<file path="config.mk">
export PLATFORM = sky130hd
export DESIGN_NAME = sfetch_unit
export DESIGN_NICKNAME = d
export VERILOG_FILES = /design/src/rtl/riscv_pkg.sv /design/src/rtl/sfetch_fifo.sv /design/src/rtl/sfetch_unit.sv
export SDC_FILE = /design/constraint.sdc
export NUM_CORES = 1
export LEC_CHECK = 0
export ABC_AREA = 0
export BUFFER_PORTS_ARGS = -buffer_cell sky130_fd_sc_hd__buf_2
export CORE_MARGIN = 8
export CORE_UTILIZATION = 34
export CTS_BUF_LIST = sky130_fd_sc_hd__clkbuf_8
export DETAILED_ROUTE_END_ITERATION = 10
export HOLD_SLACK_MARGIN = 0.15
export PLACE_DENSITY = 0.53
export REMOVE_ABC_BUFFERS = 1
export SYNTH_ARGS = -nofsm -noshare
export SYNTH_HDL_FRONTEND = slang
export SYNTH_SLANG_ARGS = --single-unit
</file>
<file path="constraint.sdc">
create_clock -name clk -period 4.2 [get_ports clk]
set_clock_uncertainty 0.2 [all_clocks]
set_input_delay 0.63 -clock clk [delete_from_list [all_inputs] [get_ports clk]]
set_output_delay 0.63 -clock clk [all_outputs]
set_load 0.01 [all_outputs]
</file>
<file path="src/rtl/riscv_pkg.sv">
// Shared fetch-stage types and constants: the prefetch entry layout, the fetch FSM
// states and the architectural NOP presented to decode when nothing is valid.
package riscv_pkg;

  localparam int          INSTR_BYTES = 4;
  localparam logic [31:0] NOP_INSTR   = 32'h0000_0013;

  typedef enum logic [1:0] {
    BOOT  = 2'd0,
    RUN   = 2'd1,
    DRAIN = 2'd2
  } fetch_state_e;

  typedef struct packed {
    logic [31:0] pc;
    logic [31:0] instr;
  } fetch_entry_t;

endpackage

</file>
<file path="src/rtl/sfetch_fifo.sv">
// Synchronous prefetch FIFO of {pc, instr} entries. Push and pop may coincide;
// flush empties the FIFO and takes priority over a same-cycle push or pop.
module sfetch_fifo
  import riscv_pkg::*;
#(
  parameter int DEPTH = 4
) (
  input  logic                       clk,
  input  logic                       rst,
  input  logic                       i_push,
  input  fetch_entry_t               i_data,
  input  logic                       i_pop,
  input  logic                       i_flush,
  output fetch_entry_t               o_head,
  output logic                       o_empty,
  output logic [$clog2(DEPTH):0]     o_count
);

  localparam int PW = $clog2(DEPTH);
  localparam int CW = PW + 1;

  fetch_entry_t  r_mem [DEPTH];
  logic [PW-1:0] r_wr_ptr;
  logic [PW-1:0] r_rd_ptr;
  logic [CW-1:0] r_count;

  logic w_push;
  logic w_pop;

  assign w_push = i_push & ~i_flush;
  assign w_pop  = i_pop & ~i_flush & (r_count != '0);

  // Storage carries only data, so it is left out of reset.
  always_ff @(posedge clk) begin
    if (w_push) begin
      r_mem[r_wr_ptr] <= i_data;
    end
  end

  always_ff @(posedge clk or posedge rst) begin
    if (rst) begin
      r_wr_ptr <= '0;
      r_rd_ptr <= '0;
      r_count  <= '0;
    end else if (i_flush) begin
      r_wr_ptr <= '0;
      r_rd_ptr <= '0;
      r_count  <= '0;
    end else begin
      if (w_push) begin
        r_wr_ptr <= r_wr_ptr + PW'(1);
      end
      if (w_pop) begin
        r_rd_ptr <= r_rd_ptr + PW'(1);
      end
      r_count <= r_count + CW'(w_push) - CW'(w_pop);
    end
  end

  // The fetch credit scheme must never let a push land on a full FIFO.
  always_ff @(posedge clk) begin
    if (!rst) begin
      assert (!(w_push && !w_pop && (r_count == CW'(DEPTH))));
    end
  end

  assign o_head  = r_mem[r_rd_ptr];
  assign o_empty = (r_count == '0);
  assign o_count = r_count;

endmodule

</file>
<file path="src/rtl/sfetch_unit.sv">
// Instruction fetch stage: credit-limited in-order imem requests, prefetch buffering
// toward decode, and redirect handling that flushes the buffer and drops stale responses.
module sfetch_unit
  import riscv_pkg::*;
#(
  parameter int                ADDR_WIDTH = 32,
  parameter int                DATA_WIDTH = 32,
  parameter int                FIFO_DEPTH = 4,
  parameter logic [ADDR_WIDTH-1:0] RESET_PC = 32'h0000_0000
) (
  input  logic                  clk,
  input  logic                  rst,
  input  logic                  redirect_i,
  input  logic [ADDR_WIDTH-1:0] redirect_pc_i,
  output logic                  imem_req_valid_o,
  input  logic                  imem_req_ready_i,
  output logic [ADDR_WIDTH-1:0] imem_req_addr_o,
  input  logic                  imem_rsp_valid_i,
  input  logic [DATA_WIDTH-1:0] imem_rsp_data_i,
  output logic                  instr_valid_o,
  input  logic                  instr_ready_i,
  output logic [DATA_WIDTH-1:0] instr_o,
  output logic [ADDR_WIDTH-1:0] pc_o
);

  localparam int CW = $clog2(FIFO_DEPTH) + 1;

  fetch_state_e          r_state;
  fetch_state_e          w_state_nxt;
  logic [ADDR_WIDTH-1:0] r_fetch_pc;
  logic [ADDR_WIDTH-1:0] r_rsp_pc;
  logic [CW-1:0]         r_outstanding;
  logic [CW-1:0]         r_drop_cnt;

  logic [CW-1:0]         w_fifo_count;
  logic                  w_fifo_empty;
  fetch_entry_t          w_fifo_head;
  fetch_entry_t          w_fifo_in;
  logic                  w_credit_ok;
  logic                  w_req_valid;
  logic                  w_accept;
  logic                  w_drop;
  logic                  w_push;
  logic                  w_pop;
  logic [CW-1:0]         w_stale;
  logic [ADDR_WIDTH-1:0] w_redir_pc;
  logic                  w_unused_pc_lsb;

  assign w_redir_pc      = {redirect_pc_i[ADDR_WIDTH-1:2], 2'b00};
  assign w_unused_pc_lsb = ^redirect_pc_i[1:0];

  // Buffered plus in-flight entries may never exceed the FIFO capacity.
  assign w_credit_ok = ({1'b0, w_fifo_count} + {1'b0, r_outstanding}) < (CW+1)'(FIFO_DEPTH);
  assign w_req_valid = (r_state != BOOT) & ~redirect_i & w_credit_ok;
  assign w_accept    = w_req_valid & imem_req_ready_i;

  assign w_drop  = imem_rsp_valid_i & (redirect_i | (r_drop_cnt != '0));
  assign w_push  = imem_rsp_valid_i & ~w_drop;
  assign w_pop   = ~w_fifo_empty & instr_ready_i & ~redirect_i;
  assign w_stale = r_outstanding - CW'(imem_rsp_valid_i);

  assign w_fifo_in.pc    = r_rsp_pc;
  assign w_fifo_in.instr = imem_rsp_data_i;

  sfetch_fifo #(
    .DEPTH (FIFO_DEPTH)
  ) u_fifo (
    .clk     (clk),
    .rst     (rst),
    .i_push  (w_push),
    .i_data  (w_fifo_in),
    .i_pop   (w_pop),
    .i_flush (redirect_i),
    .o_head  (w_fifo_head),
    .o_empty (w_fifo_empty),
    .o_count (w_fifo_count)
  );

  always_comb begin
    w_state_nxt = r_state;
    case (r_state)
      BOOT:  w_state_nxt = RUN;
      RUN:   if (redirect_i && (w_stale != '0)) w_state_nxt = DRAIN;
      DRAIN: begin
        if (!redirect_i && ((r_drop_cnt == '0) ||
                            ((r_drop_cnt == CW'(1)) && imem_rsp_valid_i))) begin
          w_state_nxt = RUN;
        end
      end
      default: w_state_nxt = BOOT;
    endcase
  end

  always_ff @(posedge clk or posedge rst) begin
    if (rst) begin
      r_state       <= BOOT;
      r_fetch_pc    <= RESET_PC;
      r_rsp_pc      <= RESET_PC;
      r_outstanding <= '0;
      r_drop_cnt    <= '0;
    end else begin
      r_state       <= w_state_nxt;
      r_outstanding <= r_outstanding + CW'(w_accept) - CW'(imem_rsp_valid_i);
      if (redirect_i) begin
        // Everything still in flight belongs to the old path.
        r_fetch_pc <= w_redir_pc;
        r_rsp_pc   <= w_redir_pc;
        r_drop_cnt <= w_stale;
      end else begin
        if (w_accept) begin
          r_fetch_pc <= r_fetch_pc + ADDR_WIDTH'(INSTR_BYTES);
        end
        if (w_drop) begin
          r_drop_cnt <= r_drop_cnt - CW'(1);
        end
        if (w_push) begin
          r_rsp_pc <= r_rsp_pc + ADDR_WIDTH'(INSTR_BYTES);
        end
      end
    end
  end

  assign imem_req_valid_o = w_req_valid;
  assign imem_req_addr_o  = r_fetch_pc;
  assign instr_valid_o    = ~w_fifo_empty;
  assign instr_o          = w_fifo_empty ? NOP_INSTR : w_fifo_head.instr;
  assign pc_o             = w_fifo_empty ? '0 : w_fifo_head.pc;

endmodule

</file>
==> metrics.txt <==
post-synthesis async set-or-reset flop share 23.2%; Pleak a little over 6 nW; Yosys warnings 0; first-pass GRT wire length 51100 µm; vias 8252; status finished clean; Worst-Skew Late Latency 620 ps; core area approximately 40000 µm²; startpoint class of the critical path register; critical path capture point type output pin; mean post-synth cell area 15.7 µm²; Post-Syn Area 13700 µm²; number of remaining DRC errors 0; GRT met1 Usage a little under a fifth; router iterations before antenna repair 4; port bufs roughly 160; Detailed Route WL 32600 µm; met2 usage 21.8%; NumNets Final 1220; Die ar. 47000 µm²; layout cell share with drive strength beyond 1 28.3%; met3 Usage GRT 3.72%; PD cells around 520 nW/µm²; count of final max-slew check failures 0; synth top area cells edfxtp_1, dfrtp_1, mux4_2; top_reg_cell synth edfxtp_1; initial antenna violation count 0; Ant. Diodes 0; top cell type's share of synthesized area 54.4%; layer with the highest usage met2; vias per cell 4.87; placed inst area 15200 µm²; gr ovfl total 0; initial drt markers 400; total clock sinks approximately 320; register area share after synthesis 68.1%; RSZ-0062 raised after global routing no; storage element area just over 9000 µm²; synth unique cells 52; Highest Clock Rate 0.279 GHz; FF+latch count, synth between 300 and 400; Max rail drop VDD 197 µV; Die Height 217 µm; std cell rows 73; Total GRT Usage 13.9%; routed wire length per instance 19.3 µm; clock slew at reported path FFs 60 ps; Multi-input gate area 4120 µm²; area delta synth->final 22.8%; final setup violation count 0; largest area contributor in the netlist edfxtp_1; Max transition margin 49.5%; CTS tree done; Syn Inst Count 872; Worst EP arrival around 2800 ps; Final Hold Fails 0; clock root cell clkbuf_8; Detail Route Antenna Nets 0; Final HPWL DP 21000 µm; largest net degree at the start of global routing 66; worst hold-check path type in -> reg; Critical Setup Path Class reg -> out; post-CTS sizing 0; die width 217 µm; setup TNS 0 ps; MaxCap Viol Count 0; final instance area 16800 µm²; Tightest Pin Transition 750 ps; Crit path required time ~3400 ps; Tcrit/Tclk final roughly 85%; vias in the first global route 8857; total power 8.80 mW; # H-tree levels 2; Post-synth EDFFs 248; Crit Path Max Fanout 38; Tmin final 3580 ps; Max Root-Sink Buffers 3; IO Pins around 170; Hold WS 300 ps; RePlAce Congestion 0.830; fill count 3664; total CTS buffers between 50 and 60; Initial Util 34.5%
-- layout by cell type, fill, tap and decap left out, drive strengths merged, types with 2 or more instances in the layout --
cell type and n:
a31oi 5, a41oi 3, nor4 4, clkinv 11, o21ai 52, dfrtp 75
nand3 31, a21oi 12, and4 5, mux4 62, buf 180, nand2 58
inv 42, nand3b 2, bufinv 2, and2 76, mux2 2, ha 17
xor2 28, xnor2 10, fa 2, and3 13, clkbuf 57, o211ai 6
or4 4, a31o 4, or2 3, dlygate4sd3 65, nor2 26, conb 4
nor3 7, nand4 28, o311ai 14, edfxtp 248
-- final timing paths --
path                       slack, ps         startpoint  depth (start not counted)             endpoint
setup / recovery                 620  u_fifo.o_count[1]                          5             pc_o[11]
hold / removal                   300   imem_rsp_valid_i                          3        r_drop_cnt[0]
setup reg to reg                1040   r_outstanding[2]                         10     r_outstanding[2]
hold reg to reg                  360   r_outstanding[0]                          1     r_outstanding[0]
max in group asynchronous       2480                rst                          4  imem_req_addr_o[10]
min in group asynchronous        430                rst                          3         r_rsp_pc[17]
-- through the flow --
stage                     utilization, %  worst slack (ps)  cells
after global routing                42.3               289   1693
final                               42.3               621   1693
after floorplan                        -              -105    829
after detailed placement            38.2               995   1534
after global placement              38.2              1040   1534
after CTS                           42.3               409   1693
-- synthesized netlist by cell type, types with 2 or more instances --
cell type	n
and2_1	76
dfrtp_1	75
or4_1	4
fa_1	2
nor2_1	26
and3_1	13
a31oi_1	5
mux4_2	62
a41oi_1	3
nor4_4	2
xor2_1	28
edfxtp_1	248
nand3_1	31
nand2_1	58
a31o_2	4
buf_4	4
buf_1	2
and4_1	5
mux2_2	2
inv_1	16
ha_1	17
xnor2_1	10
nand4_1	27
o311ai_0	13
o211ai_1	6
o21ai_0	52
clkbuf_1	28
nor4_1	2
buf_6	2
buf_2	9
a21oi_1	12
or2_2	3
nor3_1	6
-- metal layers --
metal	vias to the layer above	routed length (µm)	part of all wire, %
met3	46	1930	5.9
li1	3882	-	-
met1	4085	15000	46
met5	-	0	0
met4	0	649	2.0
met2	239	15000	46
-- where the power goes --
| group | internal [mW] | leakage, nW | switching, mW | total (mW) |
|---|---|---|---|---|
| Sequential | 3.69 | 3.15 | 0.288 | 3.98 |
| Clock | 1.37 | 0.590 | 1.22 | 2.59 |
| Combinational | 1.06 | 2.48 | 1.17 | 2.23 |
| Total | 6.11 | 6.22 | 2.68 | 8.80 |
-- cell type report --
class	instances	share of cell area, %
Clock buffer	57	4.66
Clock inverter	37	1.21
Inverter	18	0.402
Multi-Input combinational cell	488	24.5
Sequential cell	323	55.5
Tap cell	525	3.91
Timing Repair Buffer	245	9.88
-- flip-flops by register name (all words and copies together) (netlist names), 3 cells and up --
signal / flops
u_fifo.r_mem: 248
u_fifo.o_count: 3
r_rsp_pc: 30
imem_req_addr_o: 30
r_drop_cnt: 3
r_outstanding: 3
-- kinds of logic (layout without fill, tap and decap cells) --
group	count (synthesis)	in the layout	share of synthesized area (%)
mux	65	65	10.4
xor+xnor	38	38	2.43
simple gates	261	261	10.6
compound gates	101	101	4.58
other cells	1	4	0.0274
fa+ha+maj	19	19	1.84
buf+inv	64	357	2.06
flops	323	323	68.1
-- repair_timing --
action | in CTS | in global routing
endpoints found under the setup margin | 0 | 0
hold endpoints to repair | 217 | 0
buffers inserted | 0 | 0
hold buffers | 65 | 0
-- critical path, cell delays in order (launching register included) --
cell,delay [ps]
dfrtp_1,450
nor3_1,550
inv_2,370
buf_4,380
and2_1,240
buf_2,150
Power figures use the tool's default switching activity.
